**src/rtl/uart_tx_framed.sv**
```systemverilog
// UART transmitter with configurable width/parity/stop bits and a one-entry holding
// register so queued words go out back-to-back with no idle gap on the line.
module uart_tx_framed #(
  parameter int CLOCKS_PER_BIT = 4,
  parameter int DATA_BITS      = 8,
  parameter int PARITY         = 0,
  parameter int STOP_BITS      = 1
) (
  input  logic                 clk,
  input  logic                 rst,
  input  logic [DATA_BITS-1:0] in_data,
  input  logic                 in_valid,
  output logic                 in_ready,
  output logic                 out_tx,
  output logic                 out_busy,
  output logic                 out_done
);
  localparam int CW = (CLOCKS_PER_BIT > 1) ? $clog2(CLOCKS_PER_BIT) : 1;
  localparam int BW = $clog2(DATA_BITS + 1);
  localparam logic [CW-1:0] CYC_LAST  = CW'(CLOCKS_PER_BIT - 1);
  localparam logic [CW-1:0] CYC_DONE  = CW'(CLOCKS_PER_BIT - 2);
  localparam logic [BW-1:0] DATA_LAST = BW'(DATA_BITS - 1);
  localparam logic [BW-1:0] STOP_LAST = BW'(STOP_BITS - 1);
  localparam logic          PAR_ODD   = (PARITY == 1);

  generate
    if (PARITY < 0 || PARITY > 2 || CLOCKS_PER_BIT < 2 || DATA_BITS < 5 || DATA_BITS > 9 ||
        STOP_BITS < 1 || STOP_BITS > 2) begin : g_bad_param
      $error("uart_tx_framed: illegal parameter combination");
    end
  endgenerate

  typedef enum logic [2:0] {S_IDLE, S_START, S_DATA, S_PAR, S_STOP} state_t;

  state_t               state;
  logic [CW-1:0]        cyc_cnt;
  logic [BW-1:0]        bit_cnt;
  logic [DATA_BITS-1:0] shreg;
  logic                 par_bit;
  logic [DATA_BITS-1:0] hold_reg;
  logic                 hold_full;
  logic                 accept;
  logic                 last_cyc;
  logic                 frame_end;

  assign in_ready  = !hold_full;
  assign out_busy  = (state != S_IDLE) || hold_full;
  assign accept    = in_valid && !hold_full;
  assign last_cyc  = (cyc_cnt == CYC_LAST);
  assign frame_end = (state == S_STOP) && last_cyc && (bit_cnt == STOP_LAST);

  always_ff @(posedge clk or posedge rst) begin
    if (rst) begin
      state     <= S_IDLE;
      cyc_cnt   <= '0;
      bit_cnt   <= '0;
      shreg     <= '0;
      par_bit   <= 1'b0;
      hold_reg  <= '0;
      hold_full <= 1'b0;
      out_tx    <= 1'b1;
      out_done  <= 1'b0;
    end else begin
      // done is raised one edge early so it is high during the final stop cycle
      out_done <= (state == S_STOP) && (bit_cnt == STOP_LAST) && (cyc_cnt == CYC_DONE);
      if (state == S_IDLE) begin
        if (accept) begin
          state   <= S_START;
          cyc_cnt <= '0;
          shreg   <= in_data;
          par_bit <= (^in_data) ^ PAR_ODD;
          out_tx  <= 1'b0;
        end
      end else begin
        if (accept && !frame_end) begin
          hold_reg  <= in_data;
          hold_full <= 1'b1;
        end
        if (!last_cyc) begin
          cyc_cnt <= cyc_cnt + 1'b1;
        end else begin
          cyc_cnt <= '0;
          unique case (state)
            S_START: begin
              state   <= S_DATA;
              bit_cnt <= '0;
              out_tx  <= shreg[0];
            end
            S_DATA: begin
              if (bit_cnt == DATA_LAST) begin
                bit_cnt <= '0;
                if (PARITY != 0) begin
                  state  <= S_PAR;
                  out_tx <= par_bit;
                end else begin
                  state  <= S_STOP;
                  out_tx <= 1'b1;
                end
              end else begin
                bit_cnt <= bit_cnt + 1'b1;
                shreg   <= shreg >> 1;
                out_tx  <= shreg[1];
              end
            end
            S_PAR: begin
              state   <= S_STOP;
              bit_cnt <= '0;
              out_tx  <= 1'b1;
            end
            S_STOP: begin
              if (bit_cnt != STOP_LAST) begin
                bit_cnt <= bit_cnt + 1'b1;
              end else if (hold_full) begin
                // pending word follows with no idle cycle
                state     <= S_START;
                shreg     <= hold_reg;
                par_bit   <= (^hold_reg) ^ PAR_ODD;
                hold_full <= 1'b0;
                out_tx    <= 1'b0;
              end else if (accept) begin
                state   <= S_START;
                shreg   <= in_data;
                par_bit <= (^in_data) ^ PAR_ODD;
                out_tx  <= 1'b0;
              end else begin
                state  <= S_IDLE;
                out_tx <= 1'b1;
              end
            end
            default: state <= S_IDLE;
          endcase
        end
      end
    end
  end
endmodule

```
**config.mk**
```make
export PLATFORM = sky130hd
export DESIGN_NAME = uart_tx_framed
export DESIGN_NICKNAME = d
export VERILOG_FILES = /design/src/rtl/uart_tx_framed.sv
export SDC_FILE = /design/constraint.sdc
export NUM_CORES = 1
export LEC_CHECK = 0
export CAP_MARGIN = 20
export CORE_MARGIN = 1
export CORE_UTILIZATION = 40
export DETAILED_ROUTE_END_ITERATION = 10
export PLACE_DENSITY = 0.63
export SLEW_MARGIN = 20
export SYNTH_ARGS = -nofsm -noshare
export SYNTH_HDL_FRONTEND = slang
export SYNTH_SLANG_ARGS = --single-unit
```
**constraint.sdc**
```tcl
create_clock -name clk -period 2.3 [get_ports clk]
set_input_delay 0.46 -clock clk [delete_from_list [all_inputs] [get_ports clk]]
set_output_delay 0.46 -clock clk [all_outputs]
set_load 0.05 [all_outputs]
```
==> results of run 1 <==
==> cells in the final DEF, fill, tap and decap left out, types with 2 or more instances in the layout <==
master	n
nor2_1	7
inv_1	10
ha_1	4
a32oi_1	2
nand2_1	12
dfrtp_1	27
mux2_1	8
and3_1	2
o32a_4	2
nand2b_1	6
a2bb2oi_1	6
buf_4	8
or4b_1	2
nand3_1	2
a211oi_1	3
nor2b_1	5
o21ai_1	3
a21oi_1	6
o21ai_0	9
clkdlybuf4s50_1	13
o221ai_1	6
clkbuf_8	3
==> worst max-delay path, delay by kind of cell (launching register included) <==
family / cells / cell delay (ns)
buffers and inverters: 2 / 0.93
flip-flops: 1 / 0.45
==> cells by family after synthesis <==
logic type      after synthesis  share of synthesized area [%]
compound gates               49                           23.8
simple gates                 50                           18.5
flops                        28                           43.8
buf+inv                      19                           5.15
fa+ha+maj                     4                           3.12
mux                           8                           5.62
==> where the power goes <==
part           internal [mW]  total, mW  switching, mW
registers              0.693      0.829          0.136
logic                  0.471       1.01          0.541
clock network          0.125      0.282          0.158
==> synthesized netlist by cell type (all sizes together) <==
master   instances
a211o            1
a211oi           3
a21o             1
a21oi            7
a221oi           1
a22o             1
a2bb2oi          6
a31oi            1
a32oi            2
and2             1
and3             2
and3b            1
and4bb           1
buf              5
clkbuf           4
dfrtp           27
dfstp            1
ha               4
inv             10
mux2             8
nand2           12
nand2b           6
nand3            2
nand3b           1
nor2             8
nor2b            5
nor3             2
nor3b            1
nor4             1
nor4bb           1
o21ai           12
o221ai           6
o22a             1
o2bb2ai          1
o31ai            1
o32a             3
o32ai            1
o41ai            1
or2              2
or3              1
or3b             1
or4b             2
==> worst min path at each step <==
stage | cells after the start | to | slack [ns]
CTS | 1 | hold_reg[5] | 0.49
floorplan | 1 | hold_reg[0] | 0.45
finish | 1 | hold_reg[0] | 0.49
global placement | 1 | hold_reg[1] | 0.46
global route | 1 | hold_reg[5] | 0.50
detailed placement | 1 | hold_reg[5] | 0.47
==> area by class of cell <==
cell class	count	area, um^2
Inverter	10	37.5
Timing Repair Buffer	21	190
Sequential cell	28	702
Fill cell	358	1890
Tap cell	48	60.1
Multi-Input combinational cell	111	818
Clock buffer	4	45.0
==> per-layer routing <==
metal / track usage, % / share of wire [%] / vias up
li1: - / - / 615
met1: 23.0 / 50 / 589
met2: 27.6 / 45 / 22
met3: 3.65 / 3.1 / 6
met4: 6.79 / 1.8 / 0
met5: 0 / 0 / -
==> summary.md, run 1 <==
| Metric | Value |
|---|---|
| Fin area | `0.00185 mm^2` |
| RSZ-0062 raised after global routing | `no` |
| Worst setup margin | `0.181 ns` |
| Nets | `190` |
| Fmax | `roughly 0.47 GHz` |
| Area growth syn-to-layout | `15.6%` |
| PwrDens | `roughly 1100 mW/mm^2` |
| Core ar. | `0.00374 mm^2` |
| Proportion of netlist area held by the largest area contributor | `42.2%` |
| Post-Layout Cell Count | `between 200 and 250` |
| Netlist cell types | `50` |
| Pre-CTS worst setup slack | `0.227 ns` |
| Crit end category | `output port` |
| Register bit count reported by yosys | `28` |
| Ys Warns | `0` |
| Worst hold start | `hold_reg[0]` |
| Critical Path End | `in_ready` |
| Maximum vdd ir drop | `546 uV` |
| Site Rows | `22` |
| Total Power | `2.12 mW` |
| Synthesized net count | `between 150 and 200` |
| Port Buffers | `14` |
| RR Startpoint | `cyc_cnt[0]` |
| Flop-to-flop setup slack | `0.31 ns` |
| Die span in x | `65.3 um` |
| CTS Buffer Depth | `2` |
| Crit path launch type | `register` |
| CTS Buf Count | `3` |
| Worst-skew pair later-pin latency | `roughly 0.28 ns` |
| Post-CTS setup buffers | `0` |
| GRT Residual Overflow | `0` |
| Status | `finished, final reports clean` |
| Starting DRT DRC Count | `61` |
| Max stage delay on crit path | `0.80 ns` |
| Worst-Margin Slew | `0.488 ns` |
| Worst clock skew | `0.00890 ns` |
| Initial antenna violation count | `0` |
| Vias in the first global route | `1211` |
| N_diodes | `0` |
| Root Driver | `clkbuf_8` |
| R2r endpoint | `shreg[7]` |
| Netlist Area Pre-Place | `0.00160 mm^2` |
| Main area contributors after synthesis | `dfrtp_1 42%, mux2_1 5.6%, a2bb2oi_1 3.3%, o221ai_1 3.3%, ha_1 3.1%` |
| CTS Hold Bufs | `0` |
| Post-Place Cell Area | `0.00181 mm^2` |
| Setup-failing EPs final | `0` |
| Critical path fanouts, max | `7` |
| Crit path from | `hold_full` |
| Chip Height | `65.3 um` |
| CTS tree | `yes` |
| Max-Cap Viols | `0` |
| First-pass GRT wire length | `5650 um` |
| I/O pin count | `15` |
| Routed WL | `about 3200 um` |
| Final Hold Fails | `0` |
| Drc violations | `0` |
| CP max-delay cell | `clkdlybuf4s50_1` |
| Post_cts resized | `0` |
| Clock Pin Slew Worst Setup and Hold Paths | `0.10 ns` |
| Cells after synthesis | `158` |
| Static Leak | `0.778 nW` |
| Initial Utilization | `42.8%` |
| Layout cells sized above 1 | `10.3%` |
| Crit share post-route | `92.1%` |
| H-tree depth | `1` |
| Via density | `5.55` |
| Seq/Total Area, Yosys | `~44%` |
| R2r worst-path depth | `5` |
| Utilization after layout | `49.5%` |
| Drt wl/cell | `14.5 um` |
| Die ar. | `0.00426 mm^2` |
| Data arrival, critical path | `1.66 ns` |
| Hold WC Path Type | `register to register` |
| First-pass DRT Iterations | `4` |
| Largest net degree at the start of global routing | `29` |
| Avg Cell Area, Syn | `10.1 um^2` |
| Min Hold Slack | `0.487 ns` |
| CP required | `about 1.8 ns` |
| Max-slew violations | `0` |
| Leading area contributor after synthesis | `dfrtp_1` |
| GRT Overall Usage | `~17%` |
| Dpl cells | `218` |
| Final antenna-violating net count | `0` |
| Post-DP HPWL | `~2300 um` |
| Setup TNS | `0 ns` |
| GP Congestion | `0.867` |
| Crit-path cells | `inv_1 -> clkdlybuf4s50_1` |
| Clk sinks | `28` |
| Slew HR | `between 60% and 70%` |
| Critical setup path kind | `register to output port` |
| Min Tclk post-route | `2.12 ns` |
| Vias | `1232` |
(Power assumes the default switching activity.)
==> run 2, diff against run 1 <==
- REMOVE_ABC_BUFFERS: unset -> 1
- SLEW_MARGIN: 20 -> unset
==> run 2 against run 1 <==
Effect of this change:
- non-clock buffer count did not move
- sequential power shrank 0.5%
- first-iteration DRC count is 23% higher
- critical endpoint unchanged
- largest cell class unchanged
- largest power group unchanged
- highest routed layer unchanged
==> summary.md, run 2 (synthesis gave the netlist of run 1 again) <==
| Metric | Value |
|---|---|
| Status | `finished, final reports clean (unchanged)` |
| CTS Buf Count | `3 (unchanged)` |
| Setup TNS | `0 ns (unchanged)` |
| Root Driver | `clkbuf_8 (unchanged)` |
| Core ar. | `0.00374 mm^2 (unchanged)` |
| Routed WL | `3280 um (was 3210 um)` |
| N_diodes | `0 (unchanged)` |
| Post-DP HPWL | `2420 um (was 2270 um)` |
| Final Hold Fails | `0 (unchanged)` |
| Nets | `190 (unchanged)` |
| Largest net degree at the start of global routing | `20 (was 29)` |
| CTS Buffer Depth | `2 (unchanged)` |
| Setup-failing EPs final | `0 (unchanged)` |
| Chip Height | `65.3 um (unchanged)` |
| Static Leak | `0.795 nW (was 0.778 nW)` |
| PwrDens | `1190 mW/mm^2 (was 1150 mW/mm^2)` |
| CP required | `1.84 ns (about the same)` |
| Fmax | `0.474 GHz (was 0.472 GHz)` |
| CTS Hold Bufs | `0 (unchanged)` |
| Worst-Margin Slew | `0.541 ns (was 0.488 ns)` |
| Maximum vdd ir drop | `406 uV (was 546 uV)` |
| GRT Overall Usage | `17.4% (about the same)` |
| Via density | `5.73 (was 5.55)` |
| Grt met2 use | `28.4% (was 27.6%)` |
| Final antenna-violating net count | `0 (unchanged)` |
| GP Congestion | `0.911 (was 0.867)` |
| Area growth syn-to-layout | `18.0% (was 15.6%)` |
| Initial antenna violation count | `0 (unchanged)` |
| Crit path launch type | `register (unchanged)` |
| Die ar. | `0.00426 mm^2 (unchanged)` |
| Data arrival, critical path | `1.65 ns (was 1.66 ns)` |
| Die span in x | `65.3 um (unchanged)` |
| Hold WC Path Type | `register to register (unchanged)` |
| Crit share post-route | `91.8% (was 92.1%)` |
| Vias | `1273 (was 1232)` |
| Max-slew violations | `0 (unchanged)` |
| Total Power | `2.25 mW (was 2.12 mW)` |
| Layout cells sized above 1 | `10.9% (was 10.3%)` |
| GRT Residual Overflow | `0 (unchanged)` |
| Min Hold Slack | `0.489 ns (was 0.487 ns)` |
| Clock Pin Slew Worst Setup and Hold Paths | `0.10 ns (about the same)` |
| First-pass GRT wire length | `5750 um (was 5650 um)` |
| Commonest non-fill, non-tap cell in the layout | `dfrtp_1 (unchanged)` |
| GR Util met3 | `2.08% (was 3.65%)` |
| CTS tree | `yes (unchanged)` |
| Worst-skew pair later-pin latency | `0.28 ns (about the same)` |
| I/O pin count | `15 (unchanged)` |
| Initial Utilization | `42.8% (unchanged)` |
| Critical path fanouts, max | `7 (unchanged)` |
| GR peak layer | `met2 (unchanged)` |
| Vias in the first global route | `1225 (was 1211)` |
| Min Tclk post-route | `2.11 ns (was 2.12 ns)` |
| RSZ-0062 raised after global routing | `no (unchanged)` |
| Crit end category | `output port (unchanged)` |
| Post_cts resized | `0 (unchanged)` |
| Max-Cap Viols | `0 (unchanged)` |
| Starting DRT DRC Count | `75 (was 61)` |
| Drt wl/cell | `14.8 um (was 14.5 um)` |
| Slew HR | `63.9% (was 67.4%)` |
| Drc violations | `0 (unchanged)` |
| Met1 usage | `24.0% (was 23.0%)` |
| Port Buffers | `14 (unchanged)` |
| Post-CTS setup buffers | `0 (unchanged)` |
| First-pass DRT Iterations | `4 (unchanged)` |
| Clk sinks | `28 (unchanged)` |
| Worst clock skew | `0.00763 ns (was 0.00890 ns)` |
| Site Rows | `22 (unchanged)` |
| Critical setup path kind | `register to output port (unchanged)` |
| Number of fill cells | `364 (was 358)` |
| Most frequent cells in the layout | `27 x dfrtp_1, 13 x clkdlybuf4s50_1, 12 x nand2_1 (unchanged)` |
| H-tree depth | `1 (unchanged)` |
[run 2: cell count changes in the layout (fill, tap and decap cells not counted), sizes merged]
cell,change
bufinv,+1
clkbuf,-1
[run 2: worst paths after layout]
path	from	endpoint	slack [ns]	cells past startpoint
max	hold_full	in_ready	0.19	2
min	hold_reg[1]	hold_reg[1]	0.49	1
max reg2reg	cyc_cnt[0]	shreg[7]	0.27	5
min reg2reg	hold_reg[1]	hold_reg[1]	0.49	1
max in group asynchronous	rst	hold_reg[1]	1.30	3
min in group asynchronous	rst	cyc_cnt[0]	0.51	2
[run 2: layer usage]
layer / wire (um) / vias to the layer above
met3: 83 / 4
met1: 1650 / 629
met5: 0 / -
met2: 1520 / 18
met4: 34 / 0
li1: - / 622
[run 2: final cells by class]
class	count	area, um^2	area share (%)
multi-input cells	111	818	43.3
inverters	10	37.5	1.98
flip-flops and latches	28	702	37.1
clock buffers	3	41.3	2.18
well taps	48	60.1	3.17
clock inverters	1	30.0	1.59
repair buffers	21	203	10.7
[run 2: report_power, final]
part           switching (mW)  internal (mW)  leakage [nW]
sequential              0.132          0.693         0.334
clock                   0.163          0.233        0.0357
combinational           0.555          0.473         0.425
[run 2: metrics by stage]
step           area (um^2)  cells  util [%]  setup slack (ns)
3_3_place_gp          1820    218      48.6             0.279
2_1_floorplan         1560    149         -             0.511
5_1_grt               1890    222      50.5             0.115
3_5_place_dp          1820    218      48.6             0.229
4_1_cts               1890    222      50.5             0.182
6_report              1890    222      50.5             0.189
[run 2: worst max-delay path, stage by stage (launching register included)]
cell	delay, ns
dfrtp_1	0.46
inv_1	0.11
clkdlybuf4s50_1	0.80
==> run 3, diff against run 2 <==
- PLACE_DENSITY: 0.63 -> 0.65
- clock period: 2.3 -> 1.9 ns (I/O delays scaled with it)
==> run 3 against run 2 <==
Effect of this change:
- clock power rose by 19%
- count of clock-buffer cells in the layout did not move
- cell area rose by 4.8%
- worst setup slack got worse by 0.13 ns
- first-iteration DRC count rose by 5.3%
- hold slack got worse by 0.026 ns
- power rose by 30%
- largest cell class unchanged
- highest routed layer unchanged
- utilization rose by 2.4 points
- global-route usage rose by 1.1 points
- clock skew fell by 0.0048 ns
- die area did not move
==> summary.md, run 3 (synthesis gave the netlist of run 1 again) <==
| Metric | Value |
|---|---|
| R2r endpoint | `shreg[2] (was shreg[7])` |
| Initial Utilization | `42.8% (unchanged)` |
| Die span in x | `65.3 um (unchanged)` |
| Setup-failing EPs final | `0 (unchanged)` |
| Commonest non-fill, non-tap cell in the layout | `dfrtp_1 (unchanged)` |
| Layout cells sized above 1 | `21.0% (was 10.9%)` |
| R2r worst-path depth | `6 (was 5)` |
| Register area | `703 um^2 (was 702 um^2)` |
| Core ar. | `0.00374 mm^2 (unchanged)` |
| Crit end category | `register (was output port)` |
| Site Rows | `22 (unchanged)` |
| CTS Buf Count | `3 (unchanged)` |
| Via density | `5.56 (was 5.73)` |
| GRT Overall Usage | `18.5% (was 17.4%)` |
| CP required | `2.10 ns (was 1.84 ns)` |
| Crit-path cells | `ha_2 -> and3b_1 -> o32a_4 -> nor3_4 -> buf_6 -> a2bb2oi_1 (was inv_1 -> clkdlybuf4s50_1)` |
| Drt wl/cell | `15.2 um (was 14.8 um)` |
| Largest net degree at the start of global routing | `29 (was 20)` |
| Utilization after layout | `52.9% (was 50.5%)` |
| Min Tclk post-route | `1.84 ns` |
| I/O pin count | `15 (unchanged)` |
| Maximum vdd ir drop | `518 uV (was 406 uV)` |
| H-tree depth | `1 (unchanged)` |
| Static Leak | `0.825 nW (was 0.795 nW)` |
| Vias in the first global route | `1268 (was 1225)` |
| Worst-Margin Slew | `0.492 ns (was 0.541 ns)` |
| CTS tree | `yes (unchanged)` |
| CP max-delay cell | `dfrtp_1 (was clkdlybuf4s50_1)` |
| Clock Pin Slew Worst Setup and Hold Paths | `0.10 ns (about the same)` |
| Max stage delay on crit path | `0.43 ns (was 0.80 ns)` |
| Clk sinks | `28 (unchanged)` |
| Critical setup path kind | `register to register (was register to output port)` |
| Post-Layout Cell Count | `229 (was 222)` |
| Multi-input gate area | `868 um^2 (was 818 um^2)` |
| Worst-skew pair later-pin latency | `0.28 ns (about the same)` |
| Crit path from | `bit_cnt[0] (was hold_full)` |
| CTS Buffer Depth | `2 (unchanged)` |
| Drc violations | `0 (unchanged)` |
| Hold WC Path Type | `input pin to asynchronous set/reset pin (was register to register)` |
| Slew HR | `67.1% (was 63.9%)` |
| CTS Hold Bufs | `0 (unchanged)` |
| Chip Height | `65.3 um (unchanged)` |
| Area growth syn-to-layout | `23.7% (was 18.0%)` |
| Initial antenna violation count | `0 (unchanged)` |
| First-pass DRT Iterations | `4 (unchanged)` |
| Crit share post-route | `a little over nine tenths` |
| Critical path fanouts, max | `7 (unchanged)` |
| Final Hold Fails | `0 (unchanged)` |
| First-pass GRT wire length | `6000 um (was 5750 um)` |
| Crit path launch type | `register (unchanged)` |
| RSZ-0062 raised after global routing | `yes (was no)` |
| Worst clock skew | `0.00284 ns (was 0.00763 ns)` |
| Post-DP HPWL | `2410 um (was 2420 um)` |
| Critical Path End | `shreg[2] (was in_ready)` |
| PwrDens | `1470 mW/mm^2 (was 1190 mW/mm^2)` |
| GRT Residual Overflow | `0 (unchanged)` |
| Max-slew violations | `0 (unchanged)` |
| GP Congestion | `0.790 (was 0.911)` |
| Port Buffers | `14 (unchanged)` |
| Starting DRT DRC Count | `79 (was 75)` |
| Number of fill cells | `363 (was 364)` |
| Dpl cells | `225 (was 218)` |
| Post-CTS setup buffers | `0 (unchanged)` |
| Setup TNS | `0 ns (unchanged)` |
| Fmax | `0.543 GHz` |
| Nets | `197 (was 190)` |
| Die ar. | `0.00426 mm^2 (unchanged)` |
| RR Startpoint | `bit_cnt[0] (was cyc_cnt[0])` |
| Vias | `1274 (was 1273)` |
| Flop-to-flop setup slack | `0.06 ns (was 0.27 ns)` |
| Final antenna-violating net count | `0 (unchanged)` |
| N_diodes | `0 (unchanged)` |
| Max-Cap Viols | `0 (unchanged)` |
| Status | `finished, final reports clean (unchanged)` |
| Routed WL | `3470 um (was 3280 um)` |
| Data arrival, critical path | `2.04 ns (was 1.65 ns)` |
| Most frequent cells in the layout | `26 x dfrtp_1, 16 x buf_4, 12 x nand2_1 (was 27 x dfrtp_1, 13 x clkdlybuf4s50_1, 12 x nand2_1)` |
| Root Driver | `clkbuf_8 (unchanged)` |
## run 3: stage by stage
step / setup slack (ns) / area, um^2 / total power, mW / hold WS, ns
finish: 0.0587 / 1980 / 2.92 / 0.463
global route: -0.0156 / 1980 / 3.15 / 0.500
CTS: 0.0166 / 1960 / 2.89 / 0.474
detailed placement: -0.105 / 1860 / 2.35 / 0.466
global placement: -0.0974 / 1860 / 2.32 / 0.458
floorplan: 0.111 / 1560 / 1.91 / 0.445
## run 3: repair_timing
| item | in CTS | in global routing |
|---|---|---|
| gates resized for setup | 7 | 8 |
| pin swaps | 0 | 2 |
| setup endpoints to repair | 14 | 18 |
## run 3: layout make-up
cell class / count / area share, %
Clock inverter: 1 / 1.52
Clock buffer: 3 / 2.08
Inverter: 10 / 1.89
Timing Repair Buffer: 28 / 12.2
Multi-Input combinational cell: 111 / 43.8
Tap cell: 48 / 3.03
Sequential cell: 28 / 35.5
## run 3: report_power, final
group / total [mW] / internal (mW) / switching (mW)
sequential: 0.991 / 0.840 / 0.151
clock: 0.473 / 0.282 / 0.191
combinational: 1.46 / 0.700 / 0.756
## run 3: critical path, delay by kind of cell, from the launching register on
| kind | cells | cell delay, ns |
|---|---|---|
| compound gates | 2 | 0.56 |
| fa+ha+maj | 1 | 0.22 |
| buf+inv | 1 | 0.16 |
| flops | 1 | 0.43 |
| simple gates | 2 | 0.38 |
## run 3: routing by layer
| metal | GRT usage [%] | wire length [um] | vias to the layer above |
|---|---|---|---|
| li1 | - | - | 629 |
| met1 | 26.2 | 1710 | 612 |
| met2 | 28.2 | 1620 | 27 |
| met3 | 2.60 | 95 | 6 |
| met4 | 7.07 | 50 | 0 |
| met5 | 0 | 0 | - |
## run 3: worst min path at each step
stage	end	from	slack (ns)
after floorplan	bit_cnt[0]	rst	0.44
after CTS	out_done	rst	0.47
final	out_done	rst	0.46
after global placement	hold_reg[0]	hold_reg[0]	0.46
after detailed placement	hold_reg[1]	hold_reg[1]	0.47
after global routing	cyc_cnt[1]	rst	0.50
